$ cat config.mk
export PLATFORM = sky130hd
export DESIGN_NAME = pll_lock_sequencer
export DESIGN_NICKNAME = d
export VERILOG_FILES = /design/src/rtl/pll_lock_sequencer.sv
export SDC_FILE = /design/constraint.sdc
export NUM_CORES = 1
export LEC_CHECK = 0
export CORE_ASPECT_RATIO = 0.6
export CORE_MARGIN = 3
export CORE_UTILIZATION = 45
export CTS_CLUSTER_SIZE = 8
export DETAILED_ROUTE_END_ITERATION = 16
export PLACE_DENSITY = 0.78
export SYNTH_ARGS = -nofsm -noshare
export SYNTH_HDL_FRONTEND = slang
export SYNTH_SLANG_ARGS = --single-unit
$ cat constraint.sdc
create_clock -name clk -period 5.87 [get_ports clk]
set_input_delay 0.8805 -clock clk [delete_from_list [all_inputs] [get_ports clk]]
set_output_delay 0.8805 -clock clk [all_outputs]
set_load 0.02 [all_outputs]
$ cat src/rtl/pll_lock_sequencer.sv
// pll_lock_sequencer: MMCM reset/lock sequencing with lock
// qualification, timeout retry, lock-loss recovery and power-down.
module pll_lock_sequencer #(
  parameter int RESET_CYCLES       = 16,
  parameter int LOCK_TIMEOUT       = 65536,
  parameter int LOCK_STABLE_CYCLES = 1024,
  parameter int CNT_WIDTH          = 24
) (
  input  logic       clk,
  input  logic       reset_n,
  input  logic       restart,
  input  logic       pwrdn_req,
  input  logic       pll_locked,
  output logic       pll_rst,
  output logic       pll_pwrdwn,
  output logic       ready,
  output logic       lock_lost,
  output logic [7:0] timeout_count,
  output logic [7:0] lock_loss_count,
  output logic [2:0] state
);

  typedef enum logic [2:0] {
    S_RESET  = 3'd0,
    S_WAIT   = 3'd1,
    S_STABLE = 3'd2,
    S_READY  = 3'd3,
    S_PWRDN  = 3'd4
  } state_t;

  localparam logic [CNT_WIDTH-1:0] RST_LAST =
    CNT_WIDTH'(RESET_CYCLES - 1);
  localparam logic [CNT_WIDTH-1:0] TO_LAST =
    CNT_WIDTH'(LOCK_TIMEOUT - 1);
  localparam logic [CNT_WIDTH-1:0] STB_LAST =
    CNT_WIDTH'(LOCK_STABLE_CYCLES - 1);

  state_t               cur;
  state_t               nxt;
  logic [CNT_WIDTH-1:0] cnt;
  logic                 sync1;
  logic                 locked_s;
  logic                 enter;
  logic                 to_ev;
  logic                 loss_ev;

  always_ff @(posedge clk or negedge reset_n) begin
    if (!reset_n) begin
      sync1    <= 1'b0;
      locked_s <= 1'b0;
    end else begin
      sync1    <= pll_locked;
      locked_s <= sync1;
    end
  end

  always_comb begin
    nxt     = cur;
    enter   = 1'b0;
    to_ev   = 1'b0;
    loss_ev = 1'b0;
    if (pwrdn_req) begin
      nxt = S_PWRDN;
    end else if (cur == S_PWRDN || restart) begin
      // restart inside RESET re-enters it, restarting the count
      nxt   = S_RESET;
      enter = 1'b1;
    end else begin
      unique case (cur)
        S_RESET: begin
          if (cnt == RST_LAST) nxt = S_WAIT;
        end
        S_WAIT: begin
          if (locked_s) begin
            nxt = S_STABLE;
          end else if (cnt == TO_LAST) begin
            nxt   = S_RESET;
            to_ev = 1'b1;
          end
        end
        S_STABLE: begin
          if (!locked_s) nxt = S_WAIT;
          else if (cnt == STB_LAST) nxt = S_READY;
        end
        S_READY: begin
          if (!locked_s) begin
            nxt     = S_RESET;
            loss_ev = 1'b1;
          end
        end
        default: nxt = S_RESET;
      endcase
    end
    if (nxt != cur) enter = 1'b1;
  end

  always_ff @(posedge clk or negedge reset_n) begin
    if (!reset_n) begin
      cur             <= S_RESET;
      cnt             <= '0;
      pll_rst         <= 1'b1;
      pll_pwrdwn      <= 1'b0;
      ready           <= 1'b0;
      lock_lost       <= 1'b0;
      timeout_count   <= 8'd0;
      lock_loss_count <= 8'd0;
    end else begin
      cur <= nxt;
      // cnt only runs in states that bound it with a compare
      if (enter)
        cnt <= '0;
      else if (cur inside {S_RESET, S_WAIT, S_STABLE})
        cnt <= cnt + CNT_WIDTH'(1);
      pll_rst    <= (nxt == S_RESET) || (nxt == S_PWRDN);
      pll_pwrdwn <= (nxt == S_PWRDN);
      ready      <= (nxt == S_READY);
      lock_lost  <= loss_ev;
      if (to_ev && timeout_count != 8'hff)
        timeout_count <= timeout_count + 8'd1;
      if (loss_ev && lock_loss_count != 8'hff)
        lock_loss_count <= lock_loss_count + 8'd1;
    end
  end

  assign state = cur;

endmodule

==> results of run 1 <==
==> cells in the mapped netlist (all sizes together) <==
| cell | number | share of area (%) |
|---|---|---|
| a21o | 3 | 0.90 |
| dfrtp | 48 | 48 |
| xor2 | 13 | 4.6 |
| or2 | 1 | 0.25 |
| nor4 | 14 | 4.6 |
| and2 | 2 | 0.50 |
| o2111a | 1 | 0.45 |
| nand4 | 14 | 3.8 |
| nor3b | 1 | 0.30 |
| buf | 5 | 2.0 |
| a41oi | 1 | 0.35 |
| or3 | 2 | 0.70 |
| nor4bb | 1 | 0.40 |
| a21oi | 3 | 0.75 |
| a211oi | 1 | 0.30 |
| or4b | 1 | 0.40 |
| nor4b | 1 | 0.35 |
| xnor2 | 23 | 8.1 |
| o21ai | 1 | 0.20 |
| nor2 | 32 | 4.9 |
| ha | 3 | 1.5 |
| a221o | 1 | 0.45 |
| or4 | 2 | 0.75 |
| a31oi | 1 | 0.85 |
| dfstp | 1 | 1.1 |
| mux2 | 4 | 2.0 |
| nand2 | 17 | 2.6 |
| and4 | 3 | 1.1 |
| inv | 2 | 0.30 |
| nor2b | 2 | 0.50 |
| clkbuf | 4 | 0.60 |
| nand2b | 2 | 0.50 |
| and3 | 10 | 2.5 |
| nand3 | 11 | 2.2 |
| nor3 | 5 | 1.0 |
==> critical path, cell delays in order <==
cell             delay [ps]
clkdlybuf4s50_1         470
or3_1                   490
or3_4                   430
a31oi_4                 270
mux2_2                  380
==> where the power goes <==
part	total, mW	internal [mW]	switching [mW]
Sequential	0.343	0.340	0.00296
Clock	0.254	0.139	0.116
Combinational	0.0235	0.00746	0.0160
Total	0.621	0.486	0.135
==> worst paths after layout <==
| path | start | end | slack (ps) |
|---|---|---|---|
| max | pwrdn_req | lock_loss_count[1]$_DFFE_PN0P_ | 3160 |
| min | sync1$_DFF_PN0_ | locked_s$_DFF_PN0_ | 370 |
| max reg2reg | cnt[17]$_DFFE_PN0P_ | timeout_count[6]$_DFFE_PN0P_ | 3470 |
| min reg2reg | sync1$_DFF_PN0_ | locked_s$_DFF_PN0_ | 370 |
| max in group asynchronous | reset_n | cnt[20]$_DFFE_PN0P_ | 4460 |
| min in group asynchronous | reset_n | cnt[5]$_DFFE_PN0P_ | 750 |
==> layer usage <==
metal	vias to the layer above	track usage, %	share of wire, %
li1	881	-	-
met2	57	22.2	41
met3	5	3.76	6.4
met5	-	0	0
met1	889	26.9	52
met4	0	5.73	1.1
==> final cells by class <==
| type | count | area share [%] |
|---|---|---|
| clock inverters | 2 | 1.30 |
| flip-flops and latches | 49 | 42.4 |
| well taps | 66 | 2.86 |
| repair buffers | 27 | 9.17 |
| inverters | 2 | 0.260 |
| multi-input cells | 176 | 41.1 |
| clock buffers | 6 | 2.86 |
==> stage by stage <==
stage	util, %	hold WS [ps]	setup WS [ps]	total power [mW]
after global placement	53.2	341	2870	0.373
final	55.6	367	3160	0.621
after floorplan	-	331	3410	0.362
after detailed placement	53.2	341	2830	0.373
after global routing	55.6	383	3100	0.646
after CTS	55.6	371	3160	0.627
==> flip-flops by register name, summed over array words and instances, names as in the netlist <==
signal,count
ready,1
lock_lost,1
state,3
timeout_count,8
pll_pwrdwn,1
pll_rst,1
sync1,1
locked_s,1
cnt,24
lock_loss_count,8
==> logic make-up after synthesis <==
| family | count (synthesis) | share of synthesized area, % |
|---|---|---|
| DFF | 49 | 49.3 |
| muxes | 4 | 1.96 |
| and+or+nand+nor | 121 | 27.4 |
| AOI/OAI and AO/OA | 12 | 4.27 |
| adders and majority gates | 3 | 1.51 |
| xor gates and xnor gates | 36 | 12.7 |
| buffers and inverters | 11 | 2.92 |
==> results.cfg, run 1 <==
[status]
status = complete, no violations

[finish]
nNetsFinal = 269
layoutNonFillerInstCount = 328
layout-drive-gt1-share_pct = 8.78
diodes = 0
layout_common_cells = 48 x dfrtp_1, 31 x nor2_1, 26 x clkdlybuf4s50_1
num-fill-cells = 471
multi_input_area_um2 = 1190
final_cell_area_um2 = 2890
seqCellArea_um2 = 1230
layout_commonest_cell = dfrtp_1
area_growth_pct = 16.2

[timing]
tns_ps = 0
skew_ps = 9.28
fmax_ghz = 0.369
worst_pin_slew_ps = 1060
setup_viol = 0
fin_crit_sh_pct = 46.2
hold_viol_final = 0
slew_headroom_pct = 29.7
drv_slew = 0
grt_setup_unrepaired = no
period_needed_ps = 2710

[global_routing]
antenna_found_initial = 0
grt_pass1_wl_mm = 8.59
grt_max_degree = 50
grt_pass1_vias = 1730
grt_overflow = 0
grt_use_total_pct = 16.9

[drt]
vias = 1832
drt_first_pass_iters = 4
drc = 0
wl_per_cell_um = 15.3
drt_iter0_drc = 76
ant_nets = 0
wl_mm = 5.03
via_per_inst = 5.59

[clock_network]
clkSinkCount = 49
cts_setup_buffers = 0
worst_skew_pair.late_latency_ps = 310
numCtsBuffers = 5
cts_buffer_depth = 2
clkSlewWorstSetupHoldPaths_ps = 90
cts_root_buf = clkbuf_8
cts_hold_buf = 0
cts_tree = done
cts-resized-gates = 0
cts_htree_levels = 2

[die]
core_um2 = 5200
dieHeight_um = 63.6
die-area_um2 = 6490
start_util_pct = 47.8
fp.dieW_um = 102
pin_count = 28
core.rowCount = 20

[worst_setup_path]
path_max_fanout = 8
worstPathArrival_ps = 2910
rr_worst_depth = 5
required_ps = 6070
start_kind = input port
end_kind = flip-flop
critical_path_class = in -> reg

[hold_path]
hold_depth = 0
hold_class = reg -> reg

[place]
place_congestion = 0.843
dpl_cell_area_um2 = 2770
dp_cells = 320
dp_hpwl_mm = 3.61
portBuffers = 27

[logic_synthesis]
synth_warnings = 0
syn_avg_cell_area_um2 = 10.5
syn-num-nets = 244
synth_cell_types = 45
synthCells = 236
ys_ff_latch = 49
ys_seq_area_share_pct = 49.3
synth_area_um2 = 2490

[power]
p_per_area_nw_per_um2 = 215
ir_drop_mv = 0.0945
power.leakage_nw = 1.19

[flow_run]
max-cap-violations = 0
Note: power is estimated with default switching activity, not from simulation.
==> inputs of run 2 (changes only) <==
--- a/config.mk
+++ b/config.mk
@@ -10,7 +10,7 @@
 export CORE_UTILIZATION = 45
 export CTS_CLUSTER_SIZE = 8
 export DETAILED_ROUTE_END_ITERATION = 16
-export PLACE_DENSITY = 0.78
+export PLACE_DENSITY = 0.81
 export SYNTH_ARGS = -nofsm -noshare
 export SYNTH_HDL_FRONTEND = slang
 export SYNTH_SLANG_ARGS = --single-unit
==> constraint.sdc (replaced) <==
create_clock -name clk -period 2.4 [get_ports clk]
set_input_delay 0.36 -clock clk [delete_from_list [all_inputs] [get_ports clk]]
set_output_delay 0.36 -clock clk [all_outputs]
set_load 0.02 [all_outputs]
==> run 2 against run 1 <==
Global-route usage rose by 0.93 points. Total power rose by 120%. Register-to-register slack got worse by 3300 ps. Hold slack got worse by 340 ps. Clock power rose by 90%. Combinational power rose to 3.1 times the previous value. Sequential power rose by 140%. Critical path depth did not move. Largest power group unchanged.
==> results.cfg, run 2 (synthesized netlist as in run 1, its figures left out) <==
[status]
status = complete, no violations

[finish]
largest-register = cnt
area_growth_pct = 19.5
layout_common_cells = 48 x dfrtp_1, 31 x nor2_1, 26 x clkdlybuf4s50_1
num-fill-cells = 438
layout_commonest_cell = dfrtp_1
largest_reg_flops = 24
diodes = 0
layout-drive-gt1-share_pct = 12.4
nNetsFinal = 281
final_cell_area_um2 = 2970
top_regs = cnt x24, lock_loss_count x8, timeout_count x8

[place]
dpl_cell_area_um2 = 2890
portBuffers = 27
dp_hpwl_mm = 3.72
pre_cts_ws_ps = -26.1
place_congestion = 0.834

[clock_network]
cts_buffer_depth = 2
cts_root_buf = clkbuf_8
clkSinkCount = 49
clkSlewWorstSetupHoldPaths_ps = 90
cts_setup_buffers = 0
worst_skew_pair.late_latency_ps = 300
numCtsBuffers = 5
cts_htree_levels = 2
cts_hold_buf = 0
cts_tree = done
cts-resized-gates = 0

[worst_setup_path]
required_ps = 2590
start_kind = flip-flop
path_delay_family = simple AND/OR/NAND/NOR gates
path_buf_inv = 0
cp_cell_sequence = nor4_2, nand4_1, or4_4, nor2_2, mux2_1
cp_slowest_cell = or4_4
path_max_fanout = 5
worstPathArrival_ps = 2420
rr_worst_depth = 5
end_kind = flip-flop
slowest_delay_ps = 590
critical_path_depth = 5
critical_path_class = reg -> reg

[timing]
fin_crit_sh_pct = 92.9
worst_slack_ps = 171
hold_viol_final = 0
holdWs_ps = 29.5
setup_viol = 0
period_needed_ps = 2230
fmax_ghz = 0.449
slew_headroom_pct = 53.8
skew_ps = 10.5
grt_setup_unrepaired = no
worst_pin_slew_ps = 687
drv_slew = 0

[die]
dieHeight_um = 63.6
core.rowCount = 20
core_um2 = 5200
start_util_pct = 47.8
fp.dieW_um = 102
die-area_um2 = 6490
pin_count = 28

[drt]
ant_nets = 0
drt_first_pass_iters = 4
drt_iter0_drc = 98
vias = 1881
wl_per_cell_um = 15.4
drc = 0
wl_mm = 5.23
via_per_inst = 5.53

[power]
p_total_mw = 1.39
ir_drop_mv = 0.252
p_per_area_nw_per_um2 = 468
power.leakage_nw = 1.23

[global_routing]
antenna_found_initial = 0
grt_max_degree = 50
grt_pass1_wl_mm = 9.03
grt_pass1_vias = 1862
grt_overflow = 0
grt_use_total_pct = 17.9

[flow_run]
max-cap-violations = 0

[hold_path]
hold_class = in -> async
[run 2: final cells by class]
class	instances	area, µm²	share of cell area [%]
sequential	49	1230	41.3
multi-input combinational	176	1190	40.0
timing repair buffer	39	380	12.8
tap	66	82.6	2.78
clock buffer	6	72.6	2.44
clock inverter	2	15.0	0.505
inverter	2	7.51	0.252
[run 2: routing by layer]
layer / routed length [µm] / track usage, % / vias up
met1: 2620 / 26.8 / 912
met3: 374 / 5.31 / 10
met2: 2150 / 23.8 / 47
li1: - / - / 912
met4: 89 / 7.04 / 0
met5: 0 / 0 / -
[run 2: power breakdown]
| group | switching [mW] | internal [mW] |
|---|---|---|
| Sequential | 0.00605 | 0.831 |
| Clock | 0.277 | 0.206 |
| Combinational | 0.0428 | 0.0301 |
| Total | 0.326 | 1.07 |
[run 2: path summary, 6_finish.rpt]
check,slack (ps),start,endpoint
max reg2reg,170,cnt[16]$_DFFE_PN0P_,timeout_count[6]$_DFFE_PN0P_
max,170,cnt[16]$_DFFE_PN0P_,timeout_count[6]$_DFFE_PN0P_
max in group asynchronous,2110,reset_n,pll_rst$_DFF_PN1_
min,30,reset_n,cnt[9]$_DFFE_PN0P_
min in group clk,360,sync1$_DFF_PN0_,locked_s$_DFF_PN0_
min reg2reg,360,sync1$_DFF_PN0_,locked_s$_DFF_PN0_
[run 2: per-stage QoR]
stage,setup TNS (ps),std cells,util [%]
after floorplan,0,236,-
after global placement,0,332,55.5
after detailed placement,-26.1,332,55.5
after CTS,0,340,57.1
after global routing,0,340,57.1
final,0,340,57.1
[run 2: worst register-to-register path, cell delays in order (launching register included)]
cell,delay [ps]
dfrtp_1,440
nor4_2,470
nand4_1,210
or4_4,590
nor2_2,100
mux2_1,320
